--- src/rtl/pipelined_adder.sv ---
// Pipelined two's-complement adder/subtractor. The carry chain is cut into
// STAGES equal chunks, one chunk resolved per cycle, with a valid/ready
// handshake on both sides and a single global advance for the whole pipe.
// in_ready is combinational from out_ready (in_ready = !out_valid || out_ready).
// Legal parameters: WIDTH >= 2, STAGES >= 1, WIDTH % STAGES == 0.
module pipelined_adder #(
    parameter int unsigned WIDTH  = 32,
    parameter int unsigned STAGES = 2
) (
    input  logic             clk,
    input  logic             reset,
    input  logic             in_valid,
    output logic             in_ready,
    input  logic [WIDTH-1:0] in_a,
    input  logic [WIDTH-1:0] in_b,
    input  logic             in_sub,
    output logic             out_valid,
    input  logic             out_ready,
    output logic [WIDTH-1:0] out_sum,
    output logic             out_carry,
    output logic             out_overflow,
    output logic             out_zero
);

    localparam int unsigned CHUNK = WIDTH / STAGES;
    localparam int unsigned LAST  = STAGES - 1;

    // Whole pipeline moves together; a stalled head freezes every stage.
    logic adv;
    assign adv      = !out_valid || out_ready;
    assign in_ready = adv;

    for (genvar k = 0; k < STAGES; k++) begin : g_stage
        // Operand bits still to be added enter at the bottom of a_in/b_in.
        localparam int unsigned IN_W  = WIDTH - k * CHUNK;
        localparam int unsigned SUM_W = (k + 1) * CHUNK;

        logic [IN_W-1:0]  a_in;
        logic [IN_W-1:0]  b_in;
        logic             c_in;
        logic             v_in;
        logic [CHUNK:0]   part;
        logic [SUM_W-1:0] sum_d;
        logic [SUM_W-1:0] sum_q;
        logic             carry_q;
        logic             valid_q;

        if (k == 0) begin : g_first
            // Subtract is A + ~B + 1: invert B and inject in_sub as carry-in.
            assign a_in  = in_a;
            assign b_in  = in_sub ? ~in_b : in_b;
            assign c_in  = in_sub;
            assign v_in  = in_valid;
            assign sum_d = part[CHUNK-1:0];
        end else begin : g_next
            assign a_in  = g_stage[k-1].g_pass.a_q;
            assign b_in  = g_stage[k-1].g_pass.b_q;
            assign c_in  = g_stage[k-1].carry_q;
            assign v_in  = g_stage[k-1].valid_q;
            assign sum_d = {part[CHUNK-1:0], g_stage[k-1].sum_q};
        end

        // One chunk of the carry chain plus the carry from the chunk below.
        assign part = (CHUNK+1)'(a_in[CHUNK-1:0])
                    + (CHUNK+1)'(b_in[CHUNK-1:0])
                    + (CHUNK+1)'(c_in);

        // Stage register: valid, resolved low sum bits and chunk carry-out.
        always_ff @(posedge clk) begin
            if (reset) begin
                valid_q <= 1'b0;
                carry_q <= 1'b0;
                sum_q   <= '0;
            end else if (adv) begin
                valid_q <= v_in;
                carry_q <= part[CHUNK];
                sum_q   <= sum_d;
            end
        end

        if (k < LAST) begin : g_pass
            localparam int unsigned REM_W = IN_W - CHUNK;

            logic [REM_W-1:0] a_q;
            logic [REM_W-1:0] b_q;

            // Carry the unprocessed upper operand bits (including MSBs) forward.
            always_ff @(posedge clk) begin
                if (reset) begin
                    a_q <= '0;
                    b_q <= '0;
                end else if (adv) begin
                    a_q <= a_in[IN_W-1:CHUNK];
                    b_q <= b_in[IN_W-1:CHUNK];
                end
            end
        end else begin : g_last
            logic ovf_q;
            logic zero_q;

            // Flags are resolved as the final chunk lands so outputs come from flops.
            always_ff @(posedge clk) begin
                if (reset) begin
                    ovf_q  <= 1'b0;
                    zero_q <= 1'b0;
                end else if (adv) begin
                    ovf_q  <= (a_in[CHUNK-1] == b_in[CHUNK-1])
                           && (part[CHUNK-1] != a_in[CHUNK-1]);
                    zero_q <= ~|sum_d;
                end
            end

            assign out_valid    = valid_q;
            assign out_sum      = sum_q;
            assign out_carry    = carry_q;
            assign out_overflow = ovf_q;
            assign out_zero     = zero_q;
        end
    end

endmodule
--- config.mk ---
export PLATFORM = sky130hd
export DESIGN_NAME = pipelined_adder
export DESIGN_NICKNAME = d
export VERILOG_FILES = /design/src/rtl/pipelined_adder.sv
export SDC_FILE = /design/constraint.sdc
export NUM_CORES = 1
export LEC_CHECK = 0
export ABC_CLOCK_PERIOD_IN_PS = 5460
export BUFFER_PORTS_ARGS = -buffer_cell sky130_fd_sc_hd__buf_2
export CAP_MARGIN = 15
export CELL_PAD_IN_SITES_DETAIL_PLACEMENT = 1
export CELL_PAD_IN_SITES_GLOBAL_PLACEMENT = 2
export CORE_MARGIN = 2
export CORE_UTILIZATION = 25
export DETAILED_ROUTE_END_ITERATION = 10
export PLACE_DENSITY_LB_ADDON = 0.25
export SYNTH_ARGS = -nofsm -noshare
export SYNTH_HDL_FRONTEND = slang
export SYNTH_SLANG_ARGS = --single-unit
--- constraint.sdc ---
create_clock -name clk -period 5.46 [get_ports clk]
set_clock_uncertainty 0.2 [all_clocks]
set_input_delay 0.273 -clock clk [delete_from_list [all_inputs] [get_ports clk]]
set_output_delay 0.273 -clock clk [all_outputs]
set_load 0.02 [all_outputs]
==> results of run 1 <==
[synthesized netlist by cell type (3+ instances only)]
master / n / share of area
o21a_1: 5 / 0.0081
o21bai_1: 4 / 0.0065
nand3_1: 5 / 0.0054
xnor2_1: 36 / 0.068
ha_1: 30 / 0.081
a211oi_1: 25 / 0.041
a21o_1: 6 / 0.0097
a31oi_1: 6 / 0.0081
xor2_1: 19 / 0.036
inv_1: 10 / 0.0081
nor3_1: 6 / 0.0065
nor2_1: 46 / 0.037
clkbuf_1: 31 / 0.025
nor4_1: 6 / 0.0081
o21ai_0: 11 / 0.012
dfxtp_1: 86 / 0.37
nand2_1: 116 / 0.094
nand3b_1: 6 / 0.0097
a21oi_1: 74 / 0.080
and3_1: 3 / 0.0041
fa_1: 3 / 0.013
nand4_1: 3 / 0.0041
[sequential cells by signal, indices dropped and copies added, names as in the netlist]
name and cells:
out_sum 32, g_stage.g_pass.b_q 16, g_stage.g_pass.a_q 16, out_overflow 1
g_stage.carry_q 1, out_carry 1, out_valid 1, out_zero 1
g_stage.sum_q 16, g_stage.valid_q 1
[power groups by stage]
stage               Sequential (mW)  Clock (mW)  Combinational, mW
finish                        0.746       0.706              0.480
detailed placement            0.762           0              0.477
CTS                           0.748       0.727              0.489
floorplan                     0.784           0              0.293
global route                  0.757       0.756              0.542
global placement              0.760           0              0.468
[through the flow]
stage | setup WS [ps] | std cells
final | 2110 | 908
after floorplan | 1760 | 571
after detailed placement | 2070 | 876
after CTS | 2060 | 908
after global placement | 2180 | 876
after global routing | 1890 | 908
[cell type report]
class,instances,area share
tap,229,0.0490
inverter,10,0.00641
clock inverter,6,0.0190
timing repair buffer,126,0.124
sequential,86,0.294
clock buffer,9,0.0385
multi-input combinational,442,0.469
[per-layer routing]
layer	track usage	share of wire	wire (µm)
met5	0	0	0
met4	0.0479	0.016	218
met3	0.0284	0.031	431
met2	0.270	0.50	7060
met1	0.186	0.45	6350
[cells by family (layout without fill, tap and decap cells)]
family                   count (synthesis)  after routing  synth area share
flip-flops                              86             86             0.373
AO/OA/AOI/OAI                          150            150             0.204
XOR/XNOR                                55             55             0.104
multiplexers                             1              1           0.00217
adder cells (fa/ha/maj)                 33             33            0.0942
AND/OR/NAND/NOR                        203            203             0.188
buffers and inverters                   43            151            0.0349
[timing repair]
action / 4_1_cts / 5_1_grt
buffers inserted: 0 / 0
hold buffers: 17 / 0
hold endpoints to repair: 17 / 0
[worst max-delay path: cells and delay by family (launching register included)]
kind | cells | cell delay [ps]
compound gates | 5 | 1140
xor+xnor | 1 | 190
fa+ha+maj | 2 | 910
flops | 1 | 320
simple gates | 2 | 520
[path summary, 6_finish.rpt]
kind / from / endpoint / slack [ps] / depth (start not counted)
min: in_b[27] / g_stage[0].g_pass.b_q[11] / 20 / 3
max: g_stage[0].carry_q / out_zero / 2110 / 10
min reg2reg: out_sum[19] / out_sum[19] / 250 / 2
max reg2reg: g_stage[0].carry_q / out_zero / 2110 / 10
==> impl_results.md, run 1 <==
* Comb pwr share at 0.248
* Tot GR Track Use at 0.152
* WHS at ~18 ps
* Total routed wirelength at ~14 mm
* Final Setup Violations at 0
* Drt wl/cell at ~15 µm
* Fraction of layout cells with a size suffix above 1 at 0.194
* Critical path arrival at 3420 ps
* Detailed Place HPWL at 10.5 mm
* Count of different cell masters after synthesis at 48
* Async SR Flop Fraction at 0
* CTS clock-pin slew for the worst setup and hold paths at roughly 70 ps
* CTS max path bufs at 2
* Pwr Density at 330 nW/µm²
* Tmin final at around 3400 ps
* Total of fill cells in the finished design at 2,192
* Worst Setup Start Kind: register
* Final core occ at 0.325
* H-tree depth at 3
* Placed Area at 5350 µm²
* Starting Density at 0.256
* Worst Path Max Fanout at 3
* Post-Syn Area per Cell at 8.09 µm²
* First-pass GRT wire length at between 20 and 25 mm
* Clock power share at 0.365
* Most frequent cells in the layout: nand2_1, buf_2, dfxtp_1, a21oi_1, nor2_1
* Clock Tree Root: clkbuf_16
* Max Clk Rate at 298 MHz
* Inserted Diodes at 0
* # nets final at 777
* Leakage at 2.60 nW
* CP max stage delay at around 480 ps
* Status: completed
* PortBufs at ~110
* Gate Count Post-Synth at approximately 570
* Psw at 587 µW
* Die height at around 140 µm
* Prevailing post-synth register cell: dfxtp_1
* Post-cts gate resize count at 0
* Maximum VDD drop at around 0.00017 V
* Fin crit share at 0.614
* Final slew viol count at 0
* Setup CP Type: reg -> reg
* Post-synth EDFFs at 0
* Vias in the first global route at 4,616
* Hold Crit Class: in -> reg
* Unrepaired setup endpoints after global routing: false
* Critical path capture point type: register
* 1st-pass router iterations at 4
* Area of the multi-input gates at 2750 µm²
* Worst-Margin Slew at 915 ps
* Ports at 106
* DRC errors left at 0
* CP cell instances: fa_1, fa_1, a21o_1, a221o_1, o221ai_2, o2bb2ai_1, xnor2_1, nand3b_1, or4_1, o31ai_2
* Final Hold Vio Count at 0
* Die width at about 140 µm
* Cell area after synthesis at ~4600 µm²
* Sink Count at 86
* Pin count of the biggest net entering global routing at 73
* Synth Register Bits at 86
* Site row count at between 40 and 50
* Clock latency on the worst-skew pair at between 300 and 400 ps
* Die area at ~20,000 µm²
* Post-synth net total at around 670
* Via count at 4,286
* Antenna Violating Nets Remaining at 0
* GR Overflow Total at 0
* Setup_tns at 0 ps
* Net Sw Frac at 0.304
* Crit-path slowest cell: fa_1
* CORE AREA at 18,000 µm²
* Number of max-cap violations at 0
* Drt via density at around 4.7
* Reg power frac at 0.386
* Register area at 1720 µm²
* TritonCTS Buffers at 9
* Critical Path RT at 5520 ps
* Pint at 1.35 mW
* Slew HR at 0.389
* Register area share after synthesis at 0.373
* Gpl congestion at 0.837
* CTS tree: built
* Yosys warns at 0
* Commonest non-fill, non-tap cell in the layout: nand2_1
* Cell mode on critical path: fa_1
* Total design power at approximately 1.9 mW
* Final Cell Area at 5850 µm²
* Area Growth Syn to Fin at 26.7%
* Initial antenna violation count at 0
* DRT iter0 DRCs at 186
No activity file was read; power rests on OpenSTA's default activity.
==> inputs of run 2 (changes only) <==
--- a/config.mk
+++ b/config.mk
@@ -5,7 +5,7 @@
 export SDC_FILE = /design/constraint.sdc
 export NUM_CORES = 1
 export LEC_CHECK = 0
-export ABC_CLOCK_PERIOD_IN_PS = 5460
+export ABC_CLOCK_PERIOD_IN_PS = 3430
 export BUFFER_PORTS_ARGS = -buffer_cell sky130_fd_sc_hd__buf_2
 export CAP_MARGIN = 15
 export CELL_PAD_IN_SITES_DETAIL_PLACEMENT = 1
==> constraint.sdc (replaced) <==
create_clock -name clk -period 3.43 [get_ports clk]
set_clock_uncertainty 0.2 [all_clocks]
set_input_delay 0.1715 -clock clk [delete_from_list [all_inputs] [get_ports clk]]
set_output_delay 0.1715 -clock clk [all_outputs]
set_load 0.02 [all_outputs]
==> run 2 against run 1 <==
Against the previous run: clock-buffer cell count grew 3; sequential power grew 60%; via count grew 1.0%; clock power grew 56%; sequential cell count stayed put; routed wire length down 3.1%; final area is 3.6% higher; final cell count increased by 2.2%; sequential share of layout area is 1.0 points lower; worst hold slack gained 94 ps.
==> impl_results.md, run 2 (synthesized netlist as in run 1, its figures left out) <==
* Tot GR Track Use at 0.143 (-0.00876)
* Dpl cells at 876 (unchanged)
* Antenna Violating Nets Remaining at 0 (unchanged)
* Die width at 140 µm (unchanged)
* Leakage at 2.69 nW (+3.2%)
* Total routed wirelength at 13.6 mm (-3.1%)
* Final slew viol count at 0 (unchanged)
* Die height at 140 µm (unchanged)
* Reg2reg setup slack at 220 ps (-1890 ps)
* Number of max-cap violations at 0 (unchanged)
* Ports at 106 (unchanged)
* Slew HR at 0.311 (-0.0778)
* Status: completed
* DRC errors left at 0 (unchanged)
* Gpl congestion at 0.804 (-3.9%)
* Clock Tree Root: clkbuf_16
* CTS max path bufs at 2 (unchanged)
* Detailed Place HPWL at 9.89 mm (-5.8%)
* Worst Setup Start Kind: register
* Pin count of the biggest net entering global routing at 103 (+41%)
* Critical path arrival at 3270 ps (-150 ps)
* Setup CP Type: reg -> reg
* Worst-Margin Slew at 1030 ps (+118 ps)
* R2R Path End: out_zero
* CTS tree: built
* Hold Startpoint: in_a[8]
* # nets final at 796 (+2.4%)
* Dpl ws at 94.7 ps (-1970 ps)
* Die area at 19,600 µm² (unchanged)
* First-pass GRT wire length at 22.4 mm (-5.9%)
* 1st-pass router iterations at 4 (unchanged)
* CTS clock-pin slew for the worst setup and hold paths at 60 ps (about the same)
* Worst R2R Start: g_stage[0].carry_q
* Inserted Diodes at 0 (unchanged)
* Drt via density at 4.67 (-1.1%)
* Worst Setup EP: out_zero
* Clock latency on the worst-skew pair at 350 ps (about the same)
* Cell Count, Final, Fillers Out at 928 (+2.2%)
* Tmin final at 3210 ps (-145 ps)
* Worst Path Max Fanout at 3 (unchanged)
* Starting Density at 0.256 (unchanged)
* Vias in the first global route at 4,460 (-3.4%)
* Final core occ at 0.336 (+0.0117)
* Area Growth Syn to Fin at 31.2%
* H-tree depth at 3 (unchanged)
* Final Hold Vio Count at 0 (unchanged)
* Drt wl/cell at 14.7 µm (-5.2%)
* Fraction of layout cells with a size suffix above 1 at 0.196 (+0.00159)
* Max FFs per register at 32 (unchanged)
* GR Overflow Total at 0 (unchanged)
* Commonest non-fill, non-tap cell in the layout: nand2_1
* Worst Setup SP: g_stage[0].carry_q
* Path depth of the worst reg2reg path at 10 (unchanged)
* Sink Count at 86 (unchanged)
* Unrepaired setup endpoints after global routing: false
* TritonCTS Buffers at 9 (unchanged)
* Placed Area at 5350 µm² (unchanged)
* Via count at 4,331 (+1.0%)
* DRT iter0 DRCs at 123 (-34%)
* Final Cell Area at 6060 µm² (+3.6%)
* Final Setup Violations at 0 (unchanged)
* Initial antenna violation count at 1 (+1)
* Critical Path RT at 3500 ps (-2020 ps)
* PortBufs at 105 (unchanged)
* Maximum VDD drop at 0.000347 V (+100%)
* Total of fill cells in the finished design at 2,199 (+0.32%)
* Hold Crit Class: in -> reg
* Pwr Density at 506 nW/µm² (+53%)
* Fin crit share at 0.935 (+0.321)
* CORE AREA at 18,000 µm² (unchanged)
* Site row count at 49 (unchanged)
* Critical path capture point type: register
* Most frequent cells in the layout: nand2_1, buf_2, dfxtp_1, a21oi_1, nor2_1
* Max Clk Rate at 312 MHz (+4.5%)
* Worst setup margin at 222 ps (-1890 ps)
* Setup_tns at 0 ps (unchanged)
[run 2: per-stage QoR]
stage	hold slack, ps	power [mW]
floorplan	112	1.71
global placement	219	1.95
detailed placement	226	1.96
CTS	96.0	3.13
global route	148	3.26
finish	112	3.07
[run 2: routing by layer]
layer | vias up | global-route usage | wire [µm]
li1 | 2236 | - | -
met1 | 2020 | 0.177 | 6320
met2 | 61 | 0.252 | 6700
met3 | 14 | 0.0318 | 439
met4 | 0 | 0.0363 | 168
met5 | - | 0 | 0
[run 2: how the worst min path moves through the flow]
stage | to | slack, ps | depth (start not counted)
global route | g_stage[0].sum_q[8] | 150 | 4
finish | g_stage[0].sum_q[8] | 110 | 4
CTS | g_stage[0].sum_q[8] | 100 | 4
floorplan | g_stage[0].g_pass.a_q[0] | 110 | 2
global placement | g_stage[0].g_pass.a_q[9] | 220 | 3
detailed placement | g_stage[0].g_pass.a_q[13] | 230 | 3
[run 2: repair_timing]
| item | 4_1_cts | 5_1_grt |
|---|---|---|
| endpoints found under the hold margin | 35 | 0 |
| endpoints found under the setup margin | 0 | 2 |
| resized for setup | 0 | 6 |
| hold buffers | 36 | 0 |
| setup buffers | 0 | 0 |
[run 2: layout make-up]
cell class | instances | area (µm²) | share of cell area
clock buffer | 12 | 267 | 0.0439
clock inverter | 4 | 77.6 | 0.0128
inverter | 10 | 37.5 | 0.00619
multi-input combinational | 442 | 2760 | 0.455
sequential | 86 | 1720 | 0.284
tap | 229 | 287 | 0.0472
timing repair buffer | 145 | 916 | 0.151
[run 2: power breakdown]
part           internal [mW]  switching (mW)
Combinational          0.339           0.442
Clock                  0.700           0.402
Sequential              1.11          0.0730
Total                   2.15           0.917
[run 2: critical path: stages, from the launching register on]
cell	delay, ps
dfxtp_1	340
fa_2	420
fa_2	360
a21o_1	200
a221o_1	370
o221ai_2	210
o2bb2ai_1	180
xnor2_1	180
nand3b_1	90
or4_1	420
o31ai_2	170
